--- config.mk ---
export PLATFORM = sky130hd
export DESIGN_NAME = mc_main_ctrl
export DESIGN_NICKNAME = d
export VERILOG_FILES = /design/src/rtl/mc_main_ctrl.sv
export SDC_FILE = /design/constraint.sdc
export NUM_CORES = 1
export LEC_CHECK = 0
export CORE_UTILIZATION = 45
export CTS_BUF_LIST = sky130_fd_sc_hd__clkbuf_8
export DETAILED_ROUTE_END_ITERATION = 10
export GPL_TIMING_DRIVEN = 0
export PLACE_DENSITY = 0.84
export SYNTH_ARGS = -nofsm -noshare
export SYNTH_HDL_FRONTEND = slang
export SYNTH_SLANG_ARGS = --single-unit
--- constraint.sdc ---
create_clock -name clk_i -period 2.5 [get_ports clk_i]
set_clock_uncertainty 0.15 [all_clocks]
set_input_delay 0.625 -clock clk_i [delete_from_list [all_inputs] [get_ports clk_i]]
set_output_delay 0.625 -clock clk_i [all_outputs]
set_load 0.01 [all_outputs]
--- src/rtl/mc_main_ctrl.sv ---
// mc_main_ctrl: multi-cycle MIPS main controller.
// A Moore FSM sequences fetch / decode / execute / memory / write-back over a
// shared ALU and a shared instruction/data memory. The only outputs that
// depend on an input are IRWrite/PCWrite in FETCH, which wait for mem_ready_i
// so the PC and instruction register advance only when the fetch completes.
// Memory handshake: the controller holds MemRead/MemWrite and IorD steady
// while in FETCH, MEMRD or MEMWR; the access completes on the rising edge
// where mem_ready_i=1, and the FSM leaves that state on that same edge.
// mem_ready_i is ignored in every other state.
module mc_main_ctrl (
    input  logic        clk_i,
    input  logic        rst_i,
    input  logic [5:0]  instr_op_i,
    input  logic        mem_ready_i,
    output logic        PCWrite_o,
    output logic        PCWriteCond_o,
    output logic        IorD_o,
    output logic        MemRead_o,
    output logic        MemWrite_o,
    output logic        MemtoReg_o,
    output logic        IRWrite_o,
    output logic        RegWrite_o,
    output logic        RegDst_o,
    output logic        ALUSrcA_o,
    output logic [1:0]  ALUSrcB_o,
    output logic [1:0]  PCSource_o,
    output logic [2:0]  ALUOp_o,
    output logic [3:0]  state_o,
    output logic        illegal_o,
    output logic [15:0] instr_cnt_o
);

    typedef enum logic [3:0] {
        S_RST    = 4'd0,
        S_FETCH  = 4'd1,
        S_DECODE = 4'd2,
        S_MEMADR = 4'd3,
        S_MEMRD  = 4'd4,
        S_MEMWB  = 4'd5,
        S_MEMWR  = 4'd6,
        S_REXEC  = 4'd7,
        S_RWB    = 4'd8,
        S_BRANCH = 4'd9,
        S_IEXEC  = 4'd10,
        S_IWB    = 4'd11,
        S_JUMP   = 4'd12
    } state_t;

    localparam logic [5:0] OP_R    = 6'b000000;
    localparam logic [5:0] OP_ADDI = 6'b001000;
    localparam logic [5:0] OP_SLTI = 6'b001010;
    localparam logic [5:0] OP_BEQ  = 6'b000100;
    localparam logic [5:0] OP_LW   = 6'b100011;
    localparam logic [5:0] OP_SW   = 6'b101011;
    localparam logic [5:0] OP_J    = 6'b000010;

    localparam logic [2:0] ALU_RTYPE = 3'b010;
    localparam logic [2:0] ALU_ADD   = 3'b100;
    localparam logic [2:0] ALU_SLT   = 3'b101;
    localparam logic [2:0] ALU_SUB   = 3'b110;

    state_t      state_q, state_d;
    logic [5:0]  op_q, op_d;
    logic        illegal_q, illegal_d;
    logic [15:0] cnt_q, cnt_d;
    logic        retire;

    // State, latched opcode, sticky illegal flag and retire counter.
    always_ff @(posedge clk_i or posedge rst_i) begin
        if (rst_i) begin
            state_q   <= S_RST;
            op_q      <= 6'd0;
            illegal_q <= 1'b0;
            cnt_q     <= 16'd0;
        end else begin
            state_q   <= state_d;
            op_q      <= op_d;
            illegal_q <= illegal_d;
            cnt_q     <= cnt_d;
        end
    end

    // Next-state logic, opcode capture, illegal detection and retirement.
    always_comb begin
        state_d   = S_FETCH;
        op_d      = op_q;
        illegal_d = illegal_q;
        retire    = 1'b0;
        case (state_q)
            S_RST:    state_d = S_FETCH;
            S_FETCH:  state_d = mem_ready_i ? S_DECODE : S_FETCH;
            S_DECODE: begin
                op_d = instr_op_i;
                case (instr_op_i)
                    OP_LW, OP_SW:     state_d = S_MEMADR;
                    OP_R:             state_d = S_REXEC;
                    OP_BEQ:           state_d = S_BRANCH;
                    OP_ADDI, OP_SLTI: state_d = S_IEXEC;
                    OP_J:             state_d = S_JUMP;
                    default: begin
                        state_d   = S_FETCH;
                        illegal_d = 1'b1;
                    end
                endcase
            end
            S_MEMADR: state_d = (op_q == OP_LW) ? S_MEMRD : S_MEMWR;
            S_MEMRD:  state_d = mem_ready_i ? S_MEMWB : S_MEMRD;
            S_MEMWB: begin
                state_d = S_FETCH;
                retire  = 1'b1;
            end
            S_MEMWR: begin
                state_d = mem_ready_i ? S_FETCH : S_MEMWR;
                retire  = mem_ready_i;
            end
            S_REXEC:  state_d = S_RWB;
            S_RWB: begin
                state_d = S_FETCH;
                retire  = 1'b1;
            end
            S_BRANCH: begin
                state_d = S_FETCH;
                retire  = 1'b1;
            end
            S_IEXEC:  state_d = S_IWB;
            S_IWB: begin
                state_d = S_FETCH;
                retire  = 1'b1;
            end
            S_JUMP: begin
                state_d = S_FETCH;
                retire  = 1'b1;
            end
            default:  state_d = S_FETCH;
        endcase
        cnt_d = retire ? cnt_q + 16'd1 : cnt_q;
    end

    // Moore output decode; FETCH strobes additionally gated by mem_ready_i.
    always_comb begin
        PCWrite_o     = 1'b0;
        PCWriteCond_o = 1'b0;
        IorD_o        = 1'b0;
        MemRead_o     = 1'b0;
        MemWrite_o    = 1'b0;
        MemtoReg_o    = 1'b0;
        IRWrite_o     = 1'b0;
        RegWrite_o    = 1'b0;
        RegDst_o      = 1'b0;
        ALUSrcA_o     = 1'b0;
        ALUSrcB_o     = 2'b00;
        PCSource_o    = 2'b00;
        ALUOp_o       = 3'b000;
        case (state_q)
            S_FETCH: begin
                MemRead_o = 1'b1;
                ALUSrcB_o = 2'b01;
                ALUOp_o   = ALU_ADD;
                IRWrite_o = mem_ready_i;
                PCWrite_o = mem_ready_i;
            end
            S_DECODE: begin
                ALUSrcB_o = 2'b11;
                ALUOp_o   = ALU_ADD;
            end
            S_MEMADR: begin
                ALUSrcA_o = 1'b1;
                ALUSrcB_o = 2'b10;
                ALUOp_o   = ALU_ADD;
            end
            S_MEMRD: begin
                IorD_o    = 1'b1;
                MemRead_o = 1'b1;
            end
            S_MEMWB: begin
                MemtoReg_o = 1'b1;
                RegWrite_o = 1'b1;
            end
            S_MEMWR: begin
                IorD_o     = 1'b1;
                MemWrite_o = 1'b1;
            end
            S_REXEC: begin
                ALUSrcA_o = 1'b1;
                ALUSrcB_o = 2'b00;
                ALUOp_o   = ALU_RTYPE;
            end
            S_RWB: begin
                RegDst_o   = 1'b1;
                RegWrite_o = 1'b1;
            end
            S_BRANCH: begin
                ALUSrcA_o     = 1'b1;
                ALUOp_o       = ALU_SUB;
                PCWriteCond_o = 1'b1;
                PCSource_o    = 2'b01;
            end
            S_IEXEC: begin
                ALUSrcA_o = 1'b1;
                ALUSrcB_o = 2'b10;
                ALUOp_o   = (op_q == OP_SLTI) ? ALU_SLT : ALU_ADD;
            end
            S_IWB:    RegWrite_o = 1'b1;
            S_JUMP: begin
                PCWrite_o  = 1'b1;
                PCSource_o = 2'b10;
            end
            default: ;
        endcase
    end

    assign state_o     = state_q;
    assign illegal_o   = illegal_q;
    assign instr_cnt_o = cnt_q;

endmodule

# --- Word level (Yosys, flattened, before mapping) ---
# Cells that the tools add are included.
word_totals:
  regBits: 27
  inputBits: 9
  out_inout_bits: 38
classes:
  add_sub_neg: 1
  n_eq_ne: 20
  muxes: 21
  n_bitwise: 1
  n_reduce_logical: 12
op_table:
  columns: ["operator", "n"]
  rows:
  - ["4-bit case mux with 7 select lines", 1]
  - ["4-bit equality test (second input constant)", 5]
  - ["4-bit case mux with 5 select lines", 1]
  - ["6-bit by 4-bit equality test with 1-bit output (second input constant)", 3]
  - ["6-bit equality test (second input constant)", 3]
  - ["16-bit by 1-bit adder with 16-bit output (second input constant)", 1]
  - ["4-bit by 3-bit equality test with 1-bit output (second input constant)", 4]
  - ["3-bit case mux with 4 select lines", 1]
  - ["1-bit two-way mux", 11]
  - ["2-bit OR reduction", 5]
  - ["4-bit by 2-bit equality test with 1-bit output (second input constant)", 2]
  - ["7-bit OR reduction", 1]
  - ["6-bit by 2-bit equality test with 1-bit output (second input constant)", 1]
  - ["6-bit by 3-bit equality test with 1-bit output (second input constant)", 1]
  - ["6-bit logical NOT", 1]
  - ["2-bit case mux with 3 select lines", 1]
  - ["3-bit OR reduction", 2]
  - ["5-bit OR reduction", 1]
  - ["4-bit by 1-bit equality test with 1-bit output (second input constant)", 1]
  - ["2-bit two-way mux", 2]
  - ["1-bit case mux with 2 select lines", 2]
  - ["2-bit case mux with 2 select lines", 1]
  - ["4-bit OR reduction", 1]
  - ["3-bit two-way mux", 1]
  - ["2 further kinds", 2]

# --- Logic depth before layout (Yosys ltp) ---
logic_depth:
  depth_word: 4
  ltp_mapped: 7
  ltp_nobuf: 5

# --- Worst setup path before layout ---
# Ideal clock, no wire load.
synth_timing:
  path_type: "register to output"
  from: "register state_q[1] (netlist: state_o[1])"
  to: "output port PCWrite_o"
  t_arrival_ns: 1.500
  required_ns: 1.725
  setup_slack_ns: 0.225
  stages_incl_launch_ff: 5
  n_path_buf: 1
  cell_sequence: "dfrtp_1 > buf_2 > nand2b_1 > nor4b_1 > or2_2"
synth_via:
  elab_chain_len: 2
  elab_cells_between_ends: 3
  cone_classes: "eq/ne: 2; mux: 1"
synth_lines:
  columns: ["item", "line", "source"]
  rows:
  - ["start: declaration", "62", "state_t state_q, state_d;"]
  - ["start signal: assignment", "76", "state_q <= state_d;"]
  - ["4-bit equality test or 4-bit by 1-bit equality test with 1-bit output (tied branches)", "154", "case (state_q)"]
  - ["1-bit case mux with 2 select lines *", "154", null]
  - ["end: declaration", "15", "output logic PCWrite_o,"]
# Every way passes the cells marked *; elsewhere a longest branch is shown, timed or not.

# --- Final worst setup path ---
layout_timing:
  from: "register state_q[2] (netlist: state_o[2])"
  to: "output port PCWrite_o"
# The elaborated chain is that of the path after synthesis.

==> run_results.csv <==
group,metric,value,unit
floorplan,die_w,60.72,um
power_and_ir_drop,max-vdd-ir-drop,0.4866,mV
sta,timing.final.max_slew_violations,0,
clock_network,worstSkewPairLatency,280,ps
floorplan,initial_util,0.4921,
global_route,grt_overflow,0,
sta,fin_hold_viols,0,
layout,final_core_util,0.7063,
logic_synthesis,netlist-cell-type-count,45,
critical_path,crit_path_start_kind,"flop",
critical_path,worst_setup_end_kind,"output port",
critical_path,critPathMaxFanout,10,
route,totalWireLength,4.009,mm
placed_design,gpl.final_weighted_congestion,0.8046,
sta,transition_time_of_the_tightest_slew_check_pin,1015,ps
global_route,grt_use_met2,0.3956,
floorplan,core_region_area,3153,um2
logic_synthesis,synth.avg_cell_area,9.758,um2
sta,worst_slew_margin_rel,0.3224,
power_and_ir_drop,power.density_cell_area,1001,nW/um2
critical_path,critical_path_class,"flop to output port",
critical_path,regToRegSetupSlack,590,ps
critical_path,worstPathRequired,1730,ps
critical_path,worst-endpoint-arrival,1670,ps
min_path,holdPathEnd,"illegal_o$_DFFE_PP0P_",
floorplan,die-height,60.72,um
layout,nets,222,
global_route,grt_pass1_wl,6.292,mm
route,route.detailed.drc,0,
min_path,worstHoldPathCells,1,
floorplan,io_pins,47,
logic_synthesis,ys_seq_elements,27,
sta,timing.final.crit_share,0.9775,
critical_path,r2r_start,"state_o[0]$_DFF_PP0_",
clock_network,clk_pin_slew_worst_paths,100,ps
logic_synthesis,total_number_of_yosys_warnings,0,
clock_network,cts.htree.levels,1,
clock_network,cts_tree,"built",
global_route,grt_start_max_net_pins,28,
sta,final.min_clock_period,2444,ps
layout,n_antenna_cell,0,
floorplan,floorplan.die_area,3686,um2
power_and_ir_drop,static_leakage,1.027,nW
layout,area_growth_syn_to_layout,43.55,%
clock_network,cts_buffers,3,
clock_network,clock_path_buffers,2,
clock_network,cts_num_sinks,27,
global_route,busiest_layer,"met2",
route,firstDrtPassIters,4,
route,antenna_left,0,
sta,finalSetupViolations,0,
global_route,vias_in_the_first_global_route,1350,
global_route,gr-usage-all-layers,0.2307,
placed_design,dp.final_hpwl,2.780,mm
layout,fill_cells,271,
logic_synthesis,synth.net_count,169,
logic_synthesis,synth_area,1551,um2
critical_path,r2r_cells,4,
route,detailedRoute.firstIterationViolations,57,
logic_synthesis,synthesis.instances,159,
min_path,timing.hold.worst.start,"illegal_o$_DFFE_PP0P_",
placed_design,placed_area,2067,um2
global_route,gr-usage-met3,0.02772,
clock_network,cts-root-buf,"sky130_fd_sc_hd__clkbuf_8",
logic_synthesis,synth-seq-area-share,0.4355,
route,viasPerCell,5.592,
route,vias,1426,
job,reported_max_cap_violation_count,0,
placed_design,port_buffers,46,
global_route,antenna_found_initial,0,
layout,layout-drive-gt1-share,0.1991,
run_status,status,"completed",
critical_path,regToRegEndpoint,"op_q[4]$_DFFE_PP0P_",
min_path,hold_crit_path_type,"flop to flop",
route,wl_per_cell,15.72,um
layout,layout.cell_area.non_filler,2227,um2
sta,clock.fmax,409.2,MHz
floorplan,num_rows,20,
global_route,grtUsageMet1,0.2980,
==> worst max-delay path, stage by stage (launching register included) <==
cell                            delay, ps
sky130_fd_sc_hd__dfrtp_1              430
sky130_fd_sc_hd__clkbuf_4             220
sky130_fd_sc_hd__and3_1               180
sky130_fd_sc_hd__or2_2                280
sky130_fd_sc_hd__dlygate4sd2_1        280
==> layout by cell type, fill, tap and decap left out, drive strengths merged, types with 3 or more instances in the layout <==
cell type and n:
clkdlybuf4s50 29, dfrtp 27, nor2 16, xnor2 14, nand3 13, dlygate4sd2 11, buf 10, nand2 9
mux2 7, nor3 6, clkbuf 6, nand2b 6, dlymetal6s2s 5, nor2b 5, and3 4, nand4 4
o21ai 3
==> cells by family after synthesis <==
family	after synthesis	synth area share
compound gates	21	0.1032
buf+inv	12	0.04032
simple gates	73	0.2589
xor+xnor	16	0.09033
fa+ha+maj	1	0.008063
mux	9	0.06371
flops	27	0.4355
==> power breakdown <==
group          switching (mW)  leakage (nW)  internal [mW]
logic                   0.621         0.667          0.656
clock network           0.144        0.0217          0.113
registers               0.125         0.338          0.568
==> sequential cells by signal, summed over array words and instances (netlist names) <==
| signal | count |
|---|---|
| op_q | 6 |
| instr_cnt_o | 16 |
| illegal_o | 1 |
| state_o | 4 |
==> worst max-delay path by stage <==
stage                              start  cells after the start             to  slack, ps
floorplan           state_o[1]$_DFF_PP0_                      4      PCWrite_o        230
global placement             mem_ready_i                      4      PCWrite_o       -460
detailed placement           mem_ready_i                      4      PCWrite_o       -530
CTS                 state_o[1]$_DFF_PP0_                      5  PCSource_o[0]          1
global route        state_o[2]$_DFF_PP0_                      4      PCWrite_o        -10
finish              state_o[2]$_DFF_PP0_                      4      PCWrite_o         60
==> layer usage <==
layer	vias up	part of all wire
li1	670	-
met1	689	0.43
met2	61	0.51
met3	6	0.044
met4	0	0.015
met5	-	0
==> stage by stage <==
step / setup TNS (ps) / power [mW] / hold WS (ps) / worst slack, ps / instances
final: 0 / 2.228 / 330.7 / 56.15 / 255
after global routing: -23.32 / 2.366 / 353.5 / -11.85 / 255
after CTS: 0 / 2.200 / 332.5 / 1.333 / 254
after detailed placement: -1534 / 1.883 / 305.2 / -527.6 / 249
after global placement: -1199 / 1.837 / 305.7 / -463.3 / 249
after floorplan: 0 / 1.376 / 331.4 / 225.5 / 159
==> synthesized netlist by cell type (all sizes together) <==
cell type / number / area share
nor2: 16 / 0.040
mux2i: 2 / 0.013
nand3: 13 / 0.045
or3: 1 / 0.0040
nor4b: 2 / 0.011
a21o: 2 / 0.0097
and3: 4 / 0.016
nand2: 9 / 0.022
o211ai: 1 / 0.0048
o22ai: 2 / 0.0081
a22oi: 1 / 0.0048
and2: 2 / 0.0081
o21ai: 3 / 0.0097
nand4: 4 / 0.016
xnor2: 14 / 0.079
a21boi: 2 / 0.0097
a31oi: 1 / 0.0040
a31o: 1 / 0.0056
a21oi: 1 / 0.0032
o32ai: 2 / 0.016
xor2: 2 / 0.011
dfrtp: 27 / 0.44
inv: 2 / 0.0048
mux2: 7 / 0.051
o2111ai: 2 / 0.011
nor2b: 5 / 0.020
o21a: 1 / 0.0048
nor4: 2 / 0.012
clkbuf: 4 / 0.0097
or2: 1 / 0.0040
o32a: 1 / 0.0065
nand2b: 6 / 0.024
and4b: 2 / 0.013
o31ai: 1 / 0.0048
buf: 6 / 0.026
ha: 1 / 0.0081
nor3: 6 / 0.023
==> timing repair <==
item,4_1_cts,5_1_grt
setup buffers,2,1
gates resized for setup,41,9
endpoints found under the setup margin,17,7
hold buffers,0,0
cloned,0,0
==> final cells by class <==
| type | instances | area (um2) | area share |
|---|---|---|---|
| inverters | 2 | 7.507 | 0.003371 |
| plain buffers | 9 | 85.08 | 0.03820 |
| flip-flops and latches | 27 | 676.9 | 0.3039 |
| repair buffers | 49 | 476.7 | 0.2140 |
| clock inverters | 1 | 7.507 | 0.003371 |
| clock buffers | 3 | 41.29 | 0.01854 |
| well taps | 44 | 55.05 | 0.02472 |
| multi-input cells | 120 | 877.1 | 0.3938 |
(Power assumes the default switching activity.)
